==> config.mk <==
export PLATFORM = sky130hd
export DESIGN_NAME = command_keypad_entry_flat
export DESIGN_NICKNAME = d
export VERILOG_FILES = /design/src/rtl/command_keypad_entry_if.sv /design/src/rtl/command_keypad_entry.sv /design/src/flat_wrapper.sv
export SDC_FILE = /design/constraint.sdc
export NUM_CORES = 1
export LEC_CHECK = 0
export ABC_AREA = 1
export CAP_MARGIN = 20
export CORE_MARGIN = 2
export CORE_UTILIZATION = 50
export CTS_CLUSTER_SIZE = 25
export DETAILED_ROUTE_END_ITERATION = 8
export PLACE_DENSITY = 0.71
export SYNTH_ARGS = -nofsm -noshare
export SYNTH_HDL_FRONTEND = slang
export SYNTH_SLANG_ARGS = --single-unit
==> constraint.sdc <==
create_clock -name clk -period 3.4 [get_ports clk]
set_clock_uncertainty 0.05 [all_clocks]
set_input_delay 0.34 -clock clk [delete_from_list [all_inputs] [get_ports clk]]
set_output_delay 0.34 -clock clk [all_outputs]
set_load 0.03 [all_outputs]
==> src/rtl/command_keypad_entry_if.sv <==
// Keypad/button pins and command outputs of the keypad entry block.
// The slave side is the entry logic; the master side is the keypad and its consumer.
interface command_keypad_entry_if;
  logic [3:0]  col_n;
  logic        run_btn;
  logic        clr_btn;
  logic [3:0]  row_n;
  logic [11:0] command;
  logic        run;
  logic        key_valid;
  logic [3:0]  key_code;
  logic [1:0]  digit_count;

  modport master (
    output col_n, run_btn, clr_btn,
    input  row_n, command, run, key_valid, key_code, digit_count
  );

  modport slave (
    input  col_n, run_btn, clr_btn,
    output row_n, command, run, key_valid, key_code, digit_count
  );
endinterface

==> src/rtl/command_keypad_entry.sv <==
// Scans and debounces a 4x4 hex keypad plus run/clear buttons, assembles a
// three-digit command word and issues a one-cycle run strobe.
//   state    | meaning
//   SCAN     | walk rows, look for a single low column on each tick
//   DEBOUNCE | row held, candidate key must stay stable for DEBOUNCE_TICKS ticks
//   HELD     | key accepted, wait for DEBOUNCE_TICKS all-high ticks before rescanning
module command_keypad_entry #(
  parameter int SCAN_DIV       = 100000,
  parameter int DEBOUNCE_TICKS = 10
) (
  input logic                   clk,
  input logic                   rst_n,
  command_keypad_entry_if.slave kp
);
  localparam int TW = (SCAN_DIV > 1) ? $clog2(SCAN_DIV) : 1;
  localparam int DW = $clog2(DEBOUNCE_TICKS + 1);
  localparam logic [TW-1:0] TICK_LAST = TW'(SCAN_DIV - 1);
  localparam logic [DW-1:0] DB_LAST   = DW'(DEBOUNCE_TICKS - 1);

  typedef enum logic [1:0] {SCAN, DEBOUNCE, HELD} state_t;

  logic [3:0]    col_m, col_s;
  logic [1:0]    btn_m, btn_s;
  logic [TW-1:0] tick_cnt;
  logic          tick;
  logic [DW-1:0] btn_cnt [2];
  logic [1:0]    btn_lvl;
  logic [1:0]    btn_rise;

  state_t        state, state_nx;
  logic [1:0]    row, row_nx;
  logic [1:0]    cand_col, cand_nx;
  logic [DW-1:0] db_cnt, db_nx;
  logic [1:0]    col_idx;
  logic          one_low;
  logic          accept;
  logic [3:0]    code_new;

  logic [3:0]    row_n_q;
  logic [11:0]   command_q, command_nx;
  logic [1:0]    digit_q, digit_nx;
  logic          run_q, run_nx;
  logic          key_valid_q;
  logic [3:0]    key_code_q;

  // Columns idle high, so their synchronisers reset high to avoid a phantom all-low sample.
  always_ff @(posedge clk) begin
    if (!rst_n) begin
      col_m <= 4'hF;
      col_s <= 4'hF;
      btn_m <= 2'b00;
      btn_s <= 2'b00;
    end else begin
      col_m <= kp.col_n;
      col_s <= col_m;
      btn_m <= {kp.clr_btn, kp.run_btn};
      btn_s <= btn_m;
    end
  end

  assign tick = (tick_cnt == TICK_LAST);

  always_ff @(posedge clk) begin
    if (!rst_n)    tick_cnt <= '0;
    else if (tick) tick_cnt <= '0;
    else           tick_cnt <= tick_cnt + 1'b1;
  end

  // Bit 0 is run, bit 1 is clear.
  always_comb begin
    for (int i = 0; i < 2; i++)
      btn_rise[i] = tick && btn_s[i] && !btn_lvl[i] && (btn_cnt[i] == DB_LAST);
  end

  always_ff @(posedge clk) begin
    if (!rst_n) begin
      btn_lvl <= 2'b00;
      for (int i = 0; i < 2; i++) btn_cnt[i] <= '0;
    end else if (tick) begin
      for (int i = 0; i < 2; i++) begin
        if (btn_s[i] != btn_lvl[i]) begin
          if (btn_cnt[i] == DB_LAST) begin
            btn_lvl[i] <= btn_s[i];
            btn_cnt[i] <= '0;
          end else begin
            btn_cnt[i] <= btn_cnt[i] + 1'b1;
          end
        end else begin
          btn_cnt[i] <= '0;
        end
      end
    end
  end

  always_comb begin
    one_low = 1'b1;
    col_idx = 2'd0;
    case (col_s)
      4'b1110: col_idx = 2'd0;
      4'b1101: col_idx = 2'd1;
      4'b1011: col_idx = 2'd2;
      4'b0111: col_idx = 2'd3;
      default: one_low = 1'b0;
    endcase
  end

  always_ff @(posedge clk) begin
    if (!rst_n) begin
      state    <= SCAN;
      row      <= 2'd0;
      cand_col <= 2'd0;
      db_cnt   <= '0;
    end else begin
      state    <= state_nx;
      row      <= row_nx;
      cand_col <= cand_nx;
      db_cnt   <= db_nx;
    end
  end

  always_comb begin
    state_nx = state;
    row_nx   = row;
    cand_nx  = cand_col;
    db_nx    = db_cnt;
    accept   = 1'b0;
    case (state)
      SCAN: if (tick) begin
        if (one_low) begin
          cand_nx  = col_idx;
          db_nx    = DW'(1);
          state_nx = DEBOUNCE;
        end else begin
          row_nx = row + 2'd1;
        end
      end
      DEBOUNCE: if (tick) begin
        if (one_low && (col_idx == cand_col)) begin
          if (db_cnt == DB_LAST) begin
            accept   = 1'b1;
            db_nx    = '0;
            state_nx = HELD;
          end else begin
            db_nx = db_cnt + 1'b1;
          end
        end else begin
          row_nx   = row + 2'd1;
          state_nx = SCAN;
        end
      end
      HELD: if (tick) begin
        if (col_s == 4'hF) begin
          if (db_cnt == DB_LAST) begin
            db_nx    = '0;
            row_nx   = row + 2'd1;
            state_nx = SCAN;
          end else begin
            db_nx = db_cnt + 1'b1;
          end
        end else begin
          db_nx = '0;
        end
      end
      default: state_nx = SCAN;
    endcase
  end

  assign code_new = {row, cand_col};

  // Clear beats run beats key; run sees the pre-shift digit count.
  always_comb begin
    command_nx = command_q;
    digit_nx   = digit_q;
    run_nx     = 1'b0;
    if (btn_rise[1]) begin
      command_nx = '0;
      digit_nx   = 2'd0;
    end else begin
      if (btn_rise[0] && (digit_q == 2'd3)) begin
        run_nx   = 1'b1;
        digit_nx = 2'd0;
      end
      if (accept) begin
        command_nx = {command_q[7:0], code_new};
        digit_nx   = (digit_nx == 2'd3) ? 2'd3 : digit_nx + 2'd1;
      end
    end
  end

  always_ff @(posedge clk) begin
    if (!rst_n) begin
      row_n_q     <= 4'b1110;
      command_q   <= '0;
      digit_q     <= 2'd0;
      run_q       <= 1'b0;
      key_valid_q <= 1'b0;
      key_code_q  <= 4'h0;
    end else begin
      row_n_q     <= ~(4'b0001 << row_nx);
      command_q   <= command_nx;
      digit_q     <= digit_nx;
      run_q       <= run_nx;
      key_valid_q <= accept;
      if (accept) key_code_q <= code_new;
    end
  end

  assign kp.row_n       = row_n_q;
  assign kp.command     = command_q;
  assign kp.digit_count = digit_q;
  assign kp.run         = run_q;
  assign kp.key_valid   = key_valid_q;
  assign kp.key_code    = key_code_q;
endmodule

==> src/flat_wrapper.sv <==
// flat-port wrapper written by rule: the top's interface ports become plain ports
module command_keypad_entry_flat 
#(
  parameter int SCAN_DIV       = 100000,
  parameter int DEBOUNCE_TICKS = 10
)
  (clk, rst_n, kp_col_n, kp_run_btn, kp_clr_btn, kp_row_n, kp_command, kp_run, kp_key_valid, kp_key_code, kp_digit_count);
  command_keypad_entry_if kp_i ();
  input logic clk;
  input logic rst_n;
  input wire logic [$bits(kp_i.col_n)-1:0] kp_col_n;
  input wire logic [$bits(kp_i.run_btn)-1:0] kp_run_btn;
  input wire logic [$bits(kp_i.clr_btn)-1:0] kp_clr_btn;
  output wire logic [$bits(kp_i.row_n)-1:0] kp_row_n;
  output wire logic [$bits(kp_i.command)-1:0] kp_command;
  output wire logic [$bits(kp_i.run)-1:0] kp_run;
  output wire logic [$bits(kp_i.key_valid)-1:0] kp_key_valid;
  output wire logic [$bits(kp_i.key_code)-1:0] kp_key_code;
  output wire logic [$bits(kp_i.digit_count)-1:0] kp_digit_count;
  assign kp_i.col_n = kp_col_n;
  assign kp_i.run_btn = kp_run_btn;
  assign kp_i.clr_btn = kp_clr_btn;
  assign kp_row_n = kp_i.row_n;
  assign kp_command = kp_i.command;
  assign kp_run = kp_i.run;
  assign kp_key_valid = kp_i.key_valid;
  assign kp_key_code = kp_i.key_code;
  assign kp_digit_count = kp_i.digit_count;
  command_keypad_entry #(.SCAN_DIV(SCAN_DIV), .DEBOUNCE_TICKS(DEBOUNCE_TICKS)) u_core (.clk(clk), .rst_n(rst_n), .kp(kp_i));
endmodule
Word-level counts from Yosys, hierarchy flattened

Memory sizes are Yosys's and may differ from the RTL's.
Index checks and enable logic that the tools add are counted.

Register bits: 65
Memory bits (writable): 8
Output and inout port bits: 24
Memories kept: 1

Memories:

| memory         | words | bits a word | rd ports | clocked after Yosys merged registers in | write ports | line                       | RTL |
|---|---|---|---|---|---|---|---|
| u_core.btn_cnt | 2     | 4           | 2        | 0                                       | 2           | command_keypad_entry.sv:26 | `logic [DW-1:0] btn_cnt [2];` |

$add $sub $neg: 6
Equal/unequal tests: 24
Shift operators: 1
Muxes and demuxes: 71
Bitwise logic cells: 8
Reductions and logical operators: 20

Operator list:

| kind                    | number |
|---|---|
| $mux W4                 | 13 |
| $mux W2                 | 19 |
| $mux W1                 | 35 |
| $eq A4 B4 Y1 const B    | 7 |
| $pmux W2 S3             | 3 |
| $add A17 B1 Y17 const B | 1 |
| $eq A17 B17 Y1 const B  | 1 |
| $ne A2 B1 Y1 const B    | 7 |
| $add A4 B1 Y4 const B   | 3 |
| $pmux W4 S3             | 1 |
| $reduce_and A3 Y1       | 3 |
| $logic_and A1 B1 Y1     | 8 |
| $reduce_and A7 Y1       | 1 |
| $eq A2 B2 Y1 const B    | 3 |
| $or A1 B1 Y1            | 6 |
| $reduce_and A6 Y1       | 1 |
| $add A2 B1 Y2 const B   | 2 |
| $eq A4 B3 Y1 const B    | 1 |
| $not A4 Y4              | 1 |
| $reduce_or A2 Y1        | 2 |
| $reduce_or A4 Y1        | 1 |
| $shl A1 B2 Y4 const A   | 1 |
| $ne A3 B3 Y1 const B    | 1 |
| $reduce_bool A3 Y1      | 1 |
| 6 further kinds         | 8 |

Logic depth before layout (Yosys ltp)

Word-level depth: 10
Gate-level depth with buffers: 16
Gate-level depth less buffers: 16

Worst setup path before layout

Ideal clock, no wire load.

Path type: register to register
Start: reg u_core.tick_cnt[0]
End: mem u_core.btn_cnt[0][0] in the netlist's numbering (enable)
Library setup time: 0.315 ns
Arrival time: 1.353 ns
Required time: 3.035 ns
Path slack: 1.682 ns
Cell stages (with the launch flop): 9
Period minus slack after synthesis: 1.718 ns
Cell sequence: dfxtp_1 ha_1 nand2_1 inv_2 nand2_2 nor2_2 nand3_4 nand2_4 buf_2

RTL lines:

| item                     | line                       | RTL |
|---|---|---|
| start: declaration       | command_keypad_entry.sv:24 | `logic [TW-1:0] tick_cnt;` |
| start signal: assignment | command_keypad_entry.sv:66 | `else tick_cnt <= tick_cnt + 1'b1;` |
| end: declaration         | command_keypad_entry.sv:26 |  |

Worst setup path after layout

Start: reg u_core.tick_cnt[0]
End: reg u_core.digit_q[0] (netlist: u_core.kp.digit_count[0])

Longest elaborated chain between the ends: 10
Elaborated cells on any way between the ends: 17
Those cells by class: 1 x add/sub; 2 x eq/ne; 6 x mux; 8 x reduce/logical

RTL lines:

| item                                                 | line                        | RTL |
|---|---|---|
| $eq A17 B17 Y1 (*)                                   | command_keypad_entry.sv:61  | `assign tick = (tick_cnt == TICK_LAST);` |
| $logic_and A1 B1 Y1 (3 in series)                    | command_keypad_entry.sv:72  | `btn_rise[i] = tick && btn_s[i] && !btn_lvl[i] && (btn_cnt[i] == DB_LAST);` |
| $logic_and A1 B1 Y1                                  | command_keypad_entry.sv:179 | `if (btn_rise[0] && (digit_q == 2'd3)) begin` |
| $mux W2                                              | command_keypad_entry.sv:179 |  |
| $mux W2                                              | command_keypad_entry.sv:175 | `if (btn_rise[1]) begin` |
| $add A2 B1 Y2 / $eq A2 B2 Y1 (equally long branches) | command_keypad_entry.sv:185 | `digit_nx = (digit_nx == 2'd3) ? 2'd3 : digit_nx + 2'd1;` |
| $mux W2                                              | command_keypad_entry.sv:185 |  |
| $mux W2                                              | command_keypad_entry.sv:183 | `if (accept) begin` |
| end signal: assignment                               | command_keypad_entry.sv:201 | `digit_q <= digit_nx;` |
| end: declaration                                     | command_keypad_entry.sv:41  | `logic [1:0] digit_q, digit_nx;` |

Mark *: on every way between the ends. The rest lies on a longest branch, timed or not. The select of a mux whose other input is x is not followed.
A chain may end at the register's enable or synchronous reset.

==> results.md <==
- Max-Cap Viols: 0
- Post-synth EDFFs: 8
- Register area: roughly 0.0015 sq mm
- CTS resizes: 0
- GRT Overall Usage: between 10% and 20%
- Sequential area share after synthesis: between 40 and 50%
- Most frequent cells after synthesis: nand2_1, dfxtp_1, nor2_1
- Max VDD drop: 0.269 mV
- Final core utilization: approximately three fifths
- Final Hold Viols: 0
- Leakage: 1.81 nW
- CTS buffer count: 9
- Placed cell areas: a little over 0.004 sq mm
- Antenna violations before repair: 0
- HPWL Detailed: 5.38 mm
- Most common cell in the synthesized netlist: nand2_1
- Die area: roughly 0.0080 sq mm
- Setup TNS: 0 ns
- Die width: 89.6 microns
- Worst Max-Slew Pin Slew: a little over 0.5 ns
- Post-Syn Area: roughly 0.0037 sq mm
- Final Setup Violations: 0
- Post-synthesis register bit count: 73
- Startpoint types: flop
- CTS tree: built
- Area delta synth->final: 15.7%
- Hold-fix buffers, CTS: 0
- CTS H-Tree Depth: 3
- Root Buffer: clkbuf_8
- Fmax: around 480 MHz
- Clock slew at reported path FFs: ~0.08 ns
- Switching share of power: a little over a quarter
- Row count: 31
- Post-route ant nets: 0
- Clk_lat worst skew: 0.36 ns
- Status: completed
- Worst EP arrival: about 2.3 ns
- Leading area contributor after synthesis: dfxtp_1
- Largest net degree at the start of global routing: 23
- Synth Net Count: slightly below 500
- Max Fanout on Critical Path: 22
- Critical path data required time: 3.60 ns
- Final Max Slew Viols: 0
- CTS max path bufs: 2
- Final Instance Area: roughly 0.0042 sq mm
- GRT overflow: 0
- Reg power frac: 55.4%
- Initial DRC count: 156
- Cell Pwr Density: ~380 mW/mm^2
- Share of layout cells above drive strength 1: 14.1%
- Final period utilization: between 60% and 70%
- Top post-synthesis cells by area: dfxtp_1, nand2_1, edfxtp_1, nor2_1, inv_1
- Fin crit period: around 2.1 ns
- Synth async-reset ratio: 0%
- # IOs: 32
- Int Power: 1.19 mW
- Fill count: about 660
- Vias in the first global route: 2664
- RSZ-0062 raised after global routing: false
- Avg WL per Cell: 11.9 microns
- Diodes inserted: 0
- Setup crit end kind: flop
- Worst slew margin: 66.2%
- Synthesized instance count: approximately 470
- DR vias: roughly 3000
- Initial Util: 51.0%
- Post-CTS Setup Repair Bufs: 0
- Post-Syn Area per Cell: slightly below 8 sq um
- Switching power total: about 420 uW
- Detailed Routing Iterations Pass 1: 4
- Routed WL: around 7.3 mm
- Area share of the largest cell type after synthesis: ~36%
- Routability congestion estimate: 0.934
- Core footprint: 0.00718 sq mm
- YS warnings: 0
- TritonCTS Sinks: 73
- Multi-input gate area: about 0.0018 sq mm
- Die Y: roughly 90 microns
- Kind of critical path: reg -> reg
- Logic pwr share: approximately 4.9%
- Vias/cell: 4.92
- Part of the power in the clock network: between 30% and 40%
- DRC: 0
- I/O Buffers: 31
- Wire length of the first global-routing pass: about 12 mm
- Min-delay worst type: reg -> reg
- Nets: ~530
- Number of distinct library cells after synthesis: between 40 and 50
- Main synth FF type: dfxtp_1
cells by family (layout without fill, tap and decap cells):
logic type               count (synthesis)  after routing  share of synthesized area [%]
AND/OR/NAND/NOR                        246            246                           34.3
flip-flops                              73             73                           42.1
buffers and inverters                   71            111                           7.76
AO/OA/AOI/OAI                           59             59                           9.23
XOR/XNOR                                12             12                           2.87
adder cells (fa/ha/maj)                 11             11                           3.76
routing by layer:
layer | global-route usage [%] | up-vias | share of wire, %
met3 | 4.20 | 11 | 4.5
met2 | 31.0 | 61 | 46
met1 | 25.7 | 1358 | 48
met5 | 0 | - | 0
met4 | 7.33 | 0 | 1.4
li1 | - | 1576 | -
worst max-delay path, cell delays in order (launching register included):
cell and delay, ns:
dfxtp_1 0.36, ha_1 0.18, nand2_1 0.11, inv_2 0.08, nand2_2 0.06, nor2_2 0.20
nand3_4 0.15, nand2_4 0.25, nand2_2 0.20, inv_1 0.19, a21oi_2 0.05, o31a_1 0.11
state kept, by name, indices dropped and copies added, names as in the netlist:
name	cells
u_core.btn_lvl	2
u_core.col_s	4
u_core.col_m	4
u_core.kp.key_code	4
u_core.tick_cnt	17
u_core.cand_col	2
u_core.kp.key_valid	1
u_core.state	2
u_core.row	2
u_core.btn_m	2
u_core.kp.digit_count	2
u_core.kp.run	1
u_core.kp.row_n	4
u_core.kp.command	12
u_core.btn_s	2
u_core.btn_cnt	8
u_core.db_cnt	4
path summary, 6_finish.rpt:
kind / slack (ns) / startpoint / to / cells after the start
setup / recovery: 1.30 / u_core.tick_cnt[0]$_SDFF_PP0_ / u_core.kp.digit_count[0]$_SDFF_PP0_ / 11
hold reg to reg: 0.37 / u_core.btn_m[1]$_SDFF_PN0_ / u_core.btn_s[1]$_SDFF_PN0_ / 2
setup reg to reg: 1.30 / u_core.tick_cnt[0]$_SDFF_PP0_ / u_core.kp.digit_count[0]$_SDFF_PP0_ / 11
hold / removal: 0.37 / u_core.btn_m[1]$_SDFF_PN0_ / u_core.btn_s[1]$_SDFF_PN0_ / 2
power by group through the flow:
stage	registers [mW]	logic (mW)	clock network, mW
finish	0.893	0.0796	0.641
global route	0.895	0.0898	0.705
CTS	0.894	0.0800	0.665
detailed placement	0.914	0.0797	0
global placement	0.912	0.0778	0
floorplan	0.911	0.0586	0
cell type report:
type / instances / share of cell area, %
clock buffers: 9 / 2.92
multi-input cells: 328 / 43.3
flip-flops and latches: 73 / 36.4
well taps: 99 / 2.92
clock inverters: 7 / 1.36
repair buffers: 32 / 7.50
inverters: 63 / 5.58
cells in the final DEF, fill, tap and decap left out, types with 3 or more instances in the layout:
| master | Yosys | routed |
|---|---|---|
| nor3_1 | 8 | 8 |
| a31oi_1 | 3 | 3 |
| o21ai_1 | 10 | 10 |
| nand3b_1 | 3 | 3 |
| edfxtp_1 | 8 | 8 |
| nor2_2 | 6 | 6 |
| nor2_1 | 62 | 62 |
| o21ai_0 | 6 | 6 |
| nand4_1 | 3 | 3 |
| dfxtp_1 | 65 | 65 |
| or2_2 | 9 | 9 |
| inv_6 | 0 | 3 |
| a21oi_2 | 3 | 3 |
| nand2_2 | 6 | 6 |
| xor2_1 | 10 | 10 |
| and3_1 | 3 | 3 |
| inv_1 | 54 | 54 |
| nand2_1 | 101 | 101 |
| nor2_4 | 5 | 5 |
| ha_1 | 11 | 11 |
| a21oi_1 | 30 | 30 |
| nand3_4 | 3 | 3 |
| inv_2 | 9 | 9 |
| clkbuf_8 | 0 | 9 |
| nand3_2 | 3 | 3 |
| nand3_1 | 22 | 22 |
| clkdlybuf4s50_1 | 0 | 31 |
through the flow:
stage	cells	hold WS [ns]	power, mW	setup WS [ns]
6_report	611	0.370	1.61	1.30
5_1_grt	611	0.383	1.69	1.11
4_1_cts	611	0.374	1.64	1.29
3_5_place_dp	595	0.353	0.993	0.993
3_3_place_gp	595	0.345	0.990	1.03
2_1_floorplan	472	0.340	0.969	1.68
Power figures use the tool's default switching activity.
